$ cat config.mk
export PLATFORM = sky130hd
export DESIGN_NAME = paddle_bank_controller
export DESIGN_NICKNAME = d
export VERILOG_FILES = /design/src/rtl/paddle_bank_controller.sv
export SDC_FILE = /design/constraint.sdc
export NUM_CORES = 1
export LEC_CHECK = 0
export BUFFER_PORTS_ARGS = -buffer_cell sky130_fd_sc_hd__buf_2
export CORE_ASPECT_RATIO = 1.75
export CORE_MARGIN = 3
export CORE_UTILIZATION = 25
export DETAILED_ROUTE_END_ITERATION = 8
export GPL_TIMING_DRIVEN = 0
export PLACE_DENSITY = 0.5
export REMOVE_ABC_BUFFERS = 1
export SLEW_MARGIN = 20
export SYNTH_ARGS = -nofsm -noshare
export SYNTH_HDL_FRONTEND = slang
export SYNTH_SLANG_ARGS = --single-unit
$ cat constraint.sdc
create_clock -name clk -period 5.1 [get_ports clk]
set_input_delay 0.51 -clock clk [delete_from_list [all_inputs] [get_ports clk]]
set_output_delay 0.51 -clock clk [all_outputs]
set_load 0.01 [all_outputs]
$ cat src/rtl/paddle_bank_controller.sv
// Multi-team paddle controller: per-team button synchroniser, debounce and
// hold-to-accelerate FSM driving frame-rate clamped paddle positions.
module paddle_bank_controller #(
   parameter int NUM_TEAMS   = 2,
   parameter int POS_W       = 10,
   parameter int POS_MIN     = 0,
   parameter int POS_MAX     = 480,
   parameter int PADDLE_H    = 64,
   parameter int STEP_SLOW   = 1,
   parameter int STEP_FAST   = 4,
   parameter int HOLD_FRAMES = 30,
   parameter int DEB_TICKS   = 4
) (
   input  logic                       clk,
   input  logic                       rst,
   input  logic                       clk_en,
   input  logic                       frame_tick,
   input  logic [NUM_TEAMS-1:0]       btn_up,
   input  logic [NUM_TEAMS-1:0]       btn_dn,
   output logic [NUM_TEAMS*POS_W-1:0] pos,
   output logic [NUM_TEAMS-1:0]       moving,
   output logic [NUM_TEAMS-1:0]       at_limit
);

   localparam int DEB_W  = $clog2(DEB_TICKS + 1);
   localparam int HOLD_W = $clog2(HOLD_FRAMES + 1);

   localparam logic [DEB_W-1:0]      DEB_LAST   = DEB_W'(DEB_TICKS - 1);
   localparam logic [HOLD_W-1:0]     HOLD_LAST  = HOLD_W'(HOLD_FRAMES - 1);
   localparam logic [HOLD_W-1:0]     HOLD_FULL  = HOLD_W'(HOLD_FRAMES);
   localparam logic [HOLD_W-1:0]     HOLD_ONE   = HOLD_W'(1);
   localparam logic [HOLD_W-1:0]     HOLD_ZERO  = HOLD_W'(0);
   localparam logic [POS_W-1:0]      START_V    = POS_W'((POS_MIN + POS_MAX - PADDLE_H) / 2);
   localparam logic [POS_W-1:0]      LO_V       = POS_W'(POS_MIN);
   localparam logic [POS_W-1:0]      HI_V       = POS_W'(POS_MAX - PADDLE_H);
   localparam logic signed [POS_W:0] LO_S       = (POS_W + 1)'(POS_MIN);
   localparam logic signed [POS_W:0] HI_S       = (POS_W + 1)'(POS_MAX - PADDLE_H);
   localparam logic signed [POS_W:0] SLOW_S     = (POS_W + 1)'(STEP_SLOW);
   localparam logic signed [POS_W:0] FAST_S     = (POS_W + 1)'(STEP_FAST);

   localparam logic [1:0] ST_IDLE  = 2'd0;
   localparam logic [1:0] ST_SLOW  = 2'd1;
   localparam logic [1:0] ST_FAST  = 2'd2;

   localparam logic [1:0] DIR_NONE = 2'b00;
   localparam logic [1:0] DIR_UP   = 2'b01;
   localparam logic [1:0] DIR_DN   = 2'b10;

   for (genvar i = 0; i < NUM_TEAMS; i++) begin : g_team
      // bit 0 = up button, bit 1 = down button throughout this channel
      logic [1:0]        raw_s;
      logic [1:0]        sync1_r;
      logic [1:0]        sync2_r;
      logic [1:0]        deb_r;
      logic [DEB_W-1:0]  cnt_r [2];
      logic [1:0]        dir_s;
      logic [1:0]        state_r;
      logic [1:0]        state_nx_s;
      logic [HOLD_W-1:0] hold_r;
      logic [HOLD_W-1:0] hold_nx_s;
      logic [1:0]        last_dir_r;
      logic [1:0]        dir_nx_s;
      logic              move_s;
      logic              fast_s;
      logic signed [POS_W:0] mag_s;
      logic signed [POS_W:0] delta_s;
      logic signed [POS_W:0] sum_s;
      logic [POS_W-1:0]  pos_nx_s;
      logic [POS_W-1:0]  pos_r;
      logic              moving_r;
      logic              at_limit_r;

      assign raw_s = {btn_dn[i], btn_up[i]};

      // Two-flop synchroniser, runs on every clock regardless of clk_en
      always_ff @(posedge clk) begin
         if (rst) begin
            sync1_r <= 2'b00;
            sync2_r <= 2'b00;
         end else begin
            sync1_r <= raw_s;
            sync2_r <= sync1_r;
         end
      end

      // Debounce: a button flips only after DEB_TICKS consecutive differing enabled samples
      always_ff @(posedge clk) begin
         if (rst) begin
            deb_r    <= 2'b00;
            cnt_r[0] <= {DEB_W{1'b0}};
            cnt_r[1] <= {DEB_W{1'b0}};
         end else if (clk_en) begin
            for (int b = 0; b < 2; b++) begin
               if (sync2_r[b] != deb_r[b]) begin
                  if (cnt_r[b] == DEB_LAST) begin
                     deb_r[b] <= sync2_r[b];
                     cnt_r[b] <= {DEB_W{1'b0}};
                  end else begin
                     cnt_r[b] <= cnt_r[b] + DEB_W'(1);
                  end
               end else begin
                  cnt_r[b] <= {DEB_W{1'b0}};
               end
            end
         end
      end

      // Direction decode: both or neither pressed means no request
      always_comb begin
         if (deb_r == 2'b01) begin
            dir_s = DIR_UP;
         end else if (deb_r == 2'b10) begin
            dir_s = DIR_DN;
         end else begin
            dir_s = DIR_NONE;
         end
      end

      // Next-state, hold counter and clamped next position for one frame
      always_comb begin
         state_nx_s = state_r;
         hold_nx_s  = hold_r;
         dir_nx_s   = last_dir_r;
         move_s     = 1'b0;
         fast_s     = 1'b0;
         case (state_r)
            ST_IDLE: begin
               if (dir_s != DIR_NONE) begin
                  state_nx_s = ST_SLOW;
                  hold_nx_s  = HOLD_ONE;
                  dir_nx_s   = dir_s;
                  move_s     = 1'b1;
               end else begin
                  hold_nx_s  = HOLD_ZERO;
               end
            end
            ST_SLOW: begin
               if (dir_s == DIR_NONE) begin
                  state_nx_s = ST_IDLE;
                  hold_nx_s  = HOLD_ZERO;
               end else if (dir_s == last_dir_r) begin
                  move_s = 1'b1;
                  if (hold_r >= HOLD_LAST) begin
                     hold_nx_s  = HOLD_FULL;
                     state_nx_s = ST_FAST;
                  end else begin
                     hold_nx_s  = hold_r + HOLD_ONE;
                  end
               end else begin
                  hold_nx_s = HOLD_ONE;
                  dir_nx_s  = dir_s;
                  move_s    = 1'b1;
               end
            end
            ST_FAST: begin
               if (dir_s == DIR_NONE) begin
                  state_nx_s = ST_IDLE;
                  hold_nx_s  = HOLD_ZERO;
               end else if (dir_s == last_dir_r) begin
                  move_s = 1'b1;
                  fast_s = 1'b1;
               end else begin
                  // reversal drops back to slow speed, first step already in the new direction
                  state_nx_s = ST_SLOW;
                  hold_nx_s  = HOLD_ONE;
                  dir_nx_s   = dir_s;
                  move_s     = 1'b1;
               end
            end
            default: begin
               state_nx_s = ST_IDLE;
               hold_nx_s  = HOLD_ZERO;
               dir_nx_s   = DIR_NONE;
            end
         endcase

         if (fast_s) begin
            mag_s = FAST_S;
         end else begin
            mag_s = SLOW_S;
         end

         if (!move_s) begin
            delta_s = (POS_W + 1)'(0);
         end else if (dir_nx_s == DIR_UP) begin
            delta_s = -mag_s;
         end else begin
            delta_s = mag_s;
         end

         sum_s = $signed({1'b0, pos_r}) + delta_s;

         if (sum_s < LO_S) begin
            pos_nx_s = LO_V;
         end else if (sum_s > HI_S) begin
            pos_nx_s = HI_V;
         end else begin
            pos_nx_s = sum_s[POS_W-1:0];
         end
      end

      // Channel state and outputs advance only on an enabled frame tick
      always_ff @(posedge clk) begin
         if (rst) begin
            state_r    <= ST_IDLE;
            hold_r     <= HOLD_ZERO;
            last_dir_r <= DIR_NONE;
            pos_r      <= START_V;
            moving_r   <= 1'b0;
            at_limit_r <= 1'b0;
         end else if (clk_en && frame_tick) begin
            state_r    <= state_nx_s;
            hold_r     <= hold_nx_s;
            last_dir_r <= dir_nx_s;
            pos_r      <= pos_nx_s;
            moving_r   <= (state_nx_s != ST_IDLE);
            at_limit_r <= (pos_nx_s == LO_V) || (pos_nx_s == HI_V);
         end
      end

      assign pos[i*POS_W +: POS_W] = pos_r;
      assign moving[i]             = moving_r;
      assign at_limit[i]           = at_limit_r;
   end

endmodule
# Word level (Yosys, flattened, before mapping)
# Memory sizes are Yosys's and may differ from the RTL's.
# Cells that the tools add are included.
[totals]
ff_bits = 54
memories = 2
mem_bits_rw = 12
output_inout_bits = 24
[memory_table]
columns = ["name", "words", "width", "read_ports", "rd_ports_with_merged_regs", "wr", "line", "text"]
rows = [
  ["g_team[0].cnt_r", 2, 3, 2, 0, 2, "55", "logic [DEB_W-1:0] cnt_r [2];"],
  ["g_team[1].cnt_r", 2, 3, 2, 0, 2, "55", ""],
]
[classes]
magnitude_cmp = 6
mux = 132
reduce_logical = 21
bitwise_logic = 12
n_eq_ne = 24
add_sub_neg = 10
[op_table]
columns = ["operator", "n"]
rows = [
  ["$mux 1", 70],
  ["$mux 5", 10],
  ["$mux 11", 4],
  ["$mux 2", 22],
  ["$mux 3", 14],
  ["$mux 10", 4],
  ["$pmux 5 s3", 2],
  ["$add 11x11->11", 2],
  ["$gt 11x10->1 const B", 2],
  ["$lt 11x1->1 const B", 2],
  ["$neg 11->11", 2],
  ["$eq 10x9->1 const B", 2],
  ["$logic_not 10->1", 2],
  ["$add 3x1->3 const B", 4],
  ["$eq 2x1->1 const B", 6],
  ["$eq 3x2->1 const B", 4],
  ["$or 1x1->1", 12],
  ["$pmux 2 s3", 2],
  ["$reduce_and 3->1", 4],
  ["$add 5x1->5 const B", 2],
  ["$ge 5x5->1 const B", 2],
  ["$eq 2x2->1 const B", 4],
  ["$logic_not 2->1", 4],
  ["$pmux 2 s2", 2],
  ["9 further kinds", 21],
]

# Depth between registers and ports, before layout
[depth]
word_depth = 17
depth_mapped = 16

# Worst setup path before layout
# Ideal clock, no wire load.
[synth_timing]
path_kind = "reg-to-reg"
startpoint = "register g_team[0].deb_r[0]"
endpoint = "register g_team[0].pos_r[1]"
path_stages_with_launch = 16
path_slack_ps = 1452
period_less_slack_ps = 3648
t_required_ps = 5008
setup_time_ps = 92
n_path_buf = 2
arrival_ps = 3556
path_cell_list = "dfxtp_1 > inv_1 > ha_1 > buf_6 > or4b_1 > buf_6 > clkinv_1 > nand2_1 > fa_1 > nand2b_1 > a21oi_1 > o21ai_1 > xnor2_1 > a211oi_2 > or4_1 > o32ai_1"
[synth_via]
elab_chain_cells = 15
[synth_rtl]
columns = ["item", "line", "text"]
rows = [
  ["start: declaration", "54", "logic [1:0] deb_r;"],
  ["start signal: indexed assignment", "96", "deb_r[b] <= sync2_r[b];"],
  ["$eq 2x2->1", "112", "end else if (deb_r == 2'b10) begin"],
  ["$mux 2", "112", ""],
  ["$mux 2 *", "110", "if (deb_r == 2'b01) begin"],
  ["$eq 2x2->1", "141, 159", ""],
  ["$mux 1", "159", "end else if (dir_s == last_dir_r) begin"],
  ["$mux 1", "156", "if (dir_s == DIR_NONE) begin"],
  ["$mux 1", "126", "case (state_r)"],
  ["$mux 3", "177", "if (fast_s) begin"],
  ["$neg 11->11", "186", "delta_s = -mag_s;"],
  ["$mux 11", "185", "end else if (dir_nx_s == DIR_UP) begin"],
  ["$mux 11 *", "183", "if (!move_s) begin"],
  ["$add 11x11->11 *", "191", "sum_s = $signed({1'b0, pos_r}) + delta_s;"],
  ["$gt 11x10->1", "195", "end else if (sum_s > HI_S) begin"],
  ["$mux 10", "195", ""],
  ["$mux 10 *", "193", "if (sum_s < LO_S) begin"],
  ["end signal: assignment", "215", "pos_r <= pos_nx_s;"],
  ["end: declaration", "69", "logic [POS_W-1:0] pos_r;"],
]
# Every way passes the cells marked *; elsewhere a longest branch is shown, timed or not.
# A chain may end at the register's enable or synchronous reset.

# Worst setup path after layout
[layout_timing]
startpoint = "register g_team[0].deb_r[0]"
endpoint = "register g_team[0].pos_r[6]"
# Same word-level chain as after synthesis.

==> results.py <==
metrics = {
    "cts": {
        "clk_path_buf_depth": 2,
        "cts-resized-gates": 0,
        "hold_buffers": 0,
        "htree_levels": 3,
        "cts_setup_buffers": 0,
        "clkLatencyLatePin_ps": 330,
        "clkTransAtPathRegs_ps": 60,
        "cts_buffers": 9,
        "clkSinkCount": 66,
        "cts_tree": "yes",
        "cts_root_buf": "clkbuf_16",
    },
    "routing": {
        "first_pass_iters": 7,
        "drtAntennaViolNets": 0,
        "wl_mm": 10.6,
        "drt_iter0_markers": 144,
        "via_per_inst": 4.90,
        "dr_total_vias": 3911,
        "post_drt_wl_per_cell_um": 13.3,
        "route.detailed.drc": 0,
    },
    "logic_synthesis": {
        "ys_seq_area_share_pct": 31.8,
        "syn_inst": 540,
        "post-synth-top-count-cell": "dfxtp_1",
        "synth_area_leaders": "dfxtp_1 (24%), ha_1 (12%), edfxtp_1 (7.9%)",
        "synth_top_area_share_pct": 23.8,
        "synth_edf_count": 12,
        "synth_cell_types": 70,
        "netlist_area_um2": 4540,
        "async_flop_share_pct": 0,
        "synth-warning-count": 0,
        "synth_ff_type": "dfxtp_1",
        "synth_seq_cells": 66,
        "syn_avg_cell_area_um2": 8.41,
        "yosysTopAreaCell": "dfxtp_1",
        "yosys-top-cells-count": "dfxtp_1 (54), nand2_1 (53), nor2_1 (53), a21oi_1 (44), ha_1 (44)",
    },
    "critical_path": {
        "arrival_ps": 4510,
        "endpoint": "g_team[0].pos_r[6]",
        "cp_max_fo": 10,
        "regToRegStartpoint": "g_team[0].deb_r[0]",
        "crit_required_ps": 5320,
        "reg2reg_slack_ps": 810,
        "critPathKind": "flop to flop",
        "worst_setup_path_end_kind": "flop",
        "r2r-end": "g_team[0].pos_r[6]",
        "start_kind": "flop",
        "rr_worst_depth": 13,
        "critPathLaunch": "g_team[0].deb_r[0]",
    },
    "global_route": {
        "grt_max_degree": 54,
        "grt_pass1_wl_mm": 18.2,
        "grt_remaining_overflow": 0,
        "grt_pass1_vias": 3924,
        "antenna_found_initial": 0,
        "grt.total_usage_pct": 11.3,
    },
    "timing": {
        "worst-slew-pin-transition_ps": 1080,
        "max_freq_mhz": 233,
        "rsz0062_at_grt": "no",
        "slew_violations": 0,
        "holdWs_ps": 389,
        "setup_viol": 0,
        "min_period_ps": 4290,
        "min_period_over_period_pct": 84.1,
        "final.setup.tns_ps": 0,
        "finalHoldViolCount": 0,
        "relSlewSlack_pct": 28.1,
        "finalClockSkew_ps": 4.98,
    },
    "floorplanning": {
        "num_rows": 64,
        "die_area_um2": 19900,
        "ioPinCount": 32,
        "coreArea_um2": 17600,
        "chipWidth_um": 108,
        "die_h_um": 184,
        "start_util_pct": 25.8,
    },
    "power_and_ir_drop": {
        "powerDensity_nw_per_um2": 249,
        "ir_drop_v": 0.000139,
        "p_leak_nw": 2.11,
    },
    "cells_and_area": {
        "diodes": 0,
        "utilization_pct": 29.4,
        "fin_area_um2": 5180,
        "area_growth_syn_to_layout_pct": 14.1,
        "layout.nets": 616,
        "drive_above_1_share_pct": 12.2,
    },
    "job": {
        "maxCapViolations": 0,
    },
    "hold_path": {
        "min_path_type": "input port to flop",
    },
    "outcome": {
        "status": "finished clean",
    },
    "place": {
        "dp_hpwl_mm": 8.03,
        "gp_congestion": 0.823,
        "place_area_um2": 4850,
        "io_buffers": 31,
    },
}
## layer usage
layer | part of all wire, % | vias up | GRT usage (%)
met4 | 2.2 | 0 | 4.90
li1 | - | 1979 | -
met3 | 2.2 | 14 | 1.93
met2 | 53 | 55 | 21.0
met5 | 0 | - | 0
met1 | 42 | 1863 | 12.4
## layout by cell type (no fill, tap or decap), types with 5 or more instances in the layout
cell type	synthesis	final
o31ai_1	5	5
nor2b_1	15	15
o21bai_1	5	5
a21oi_1	44	44
and2_1	8	8
ha_1	44	44
edfxtp_1	12	12
nand2_1	53	52
o21a_1	5	5
a31oi_1	5	5
nand3_1	24	24
a32oi_1	5	5
a21o_1	5	5
nor3_1	8	8
nor2_1	53	53
dfxtp_1	54	54
clkbuf_16	0	9
inv_1	37	37
and3_1	11	11
xnor2_1	15	15
o21ai_0	27	27
or3_1	5	5
o21ai_1	6	6
buf_2	2	31
## registers in the layout, indices dropped and copies added (netlist names)
signal and cells:
g_team.last_dir_r 4, g_team.at_limit_r 2, g_team.moving_r 2, g_team.deb_r 4, g_team.state_r 4, g_team.sync1_r 4, g_team.sync2_r 4, g_team.cnt_r 12
g_team.pos_r 20, g_team.hold_r 10
## worst max-delay path: stages (launching register included)
cell	delay, ps
dfxtp_1	390
inv_1	60
ha_1	410
or4b_1	730
clkinv_1	280
nand2_1	130
fa_1	430
nand2b_1	180
a21oi_1	340
o211ai_1	240
a21o_2	250
a31oi_4	310
nor4_1	130
a211o_1	300
## worst min-delay path by stage
stage / startpoint / to / slack [ps] / depth (start not counted)
after floorplan: g_team[0].sync1_r[0] / g_team[0].sync2_r[0] / 410 / 1
after global placement: g_team[0].sync1_r[1] / g_team[0].sync2_r[1] / 430 / 1
after detailed placement: g_team[0].sync1_r[1] / g_team[0].sync2_r[1] / 440 / 1
after CTS: btn_dn[0] / g_team[0].sync1_r[1] / 370 / 2
after global routing: btn_dn[0] / g_team[0].sync1_r[1] / 380 / 2
final: btn_dn[0] / g_team[0].sync1_r[1] / 390 / 2
## power by group
group	switching (mW)	internal, mW
Clock	0.244	0.432
Sequential	0.00650	0.542
Combinational	0.0441	0.0219
## metrics by stage
step,setup slack (ps),power [mW],instances
finish,812,1.29,798
global route,567,1.35,798
CTS,785,1.31,798
detailed placement,789,0.628,782
global placement,835,0.627,782
floorplan,1410,0.598,520
## layout make-up
class / instances / area (µm²)
Clock buffer: 9 / 225
Clock inverter: 7 / 100
Fill cell: 1940 / 12400
Inverter: 38 / 143
Multi-Input combinational cell: 416 / 2830
Sequential cell: 66 / 1440
Tap cell: 231 / 289
Timing Repair Buffer: 31 / 155
## cell families (layout without fill, tap and decap cells)
logic type,after synthesis,in the layout,share of synthesized area [%]
simple gates,206,206,22.8
compound gates,142,142,21.4
flops,66,66,31.8
buf+inv,58,85,6.06
fa+ha+maj,46,46,13.0
xor+xnor,21,21,4.63
mux,1,1,0.248
Note: power is estimated with default switching activity, not from simulation.
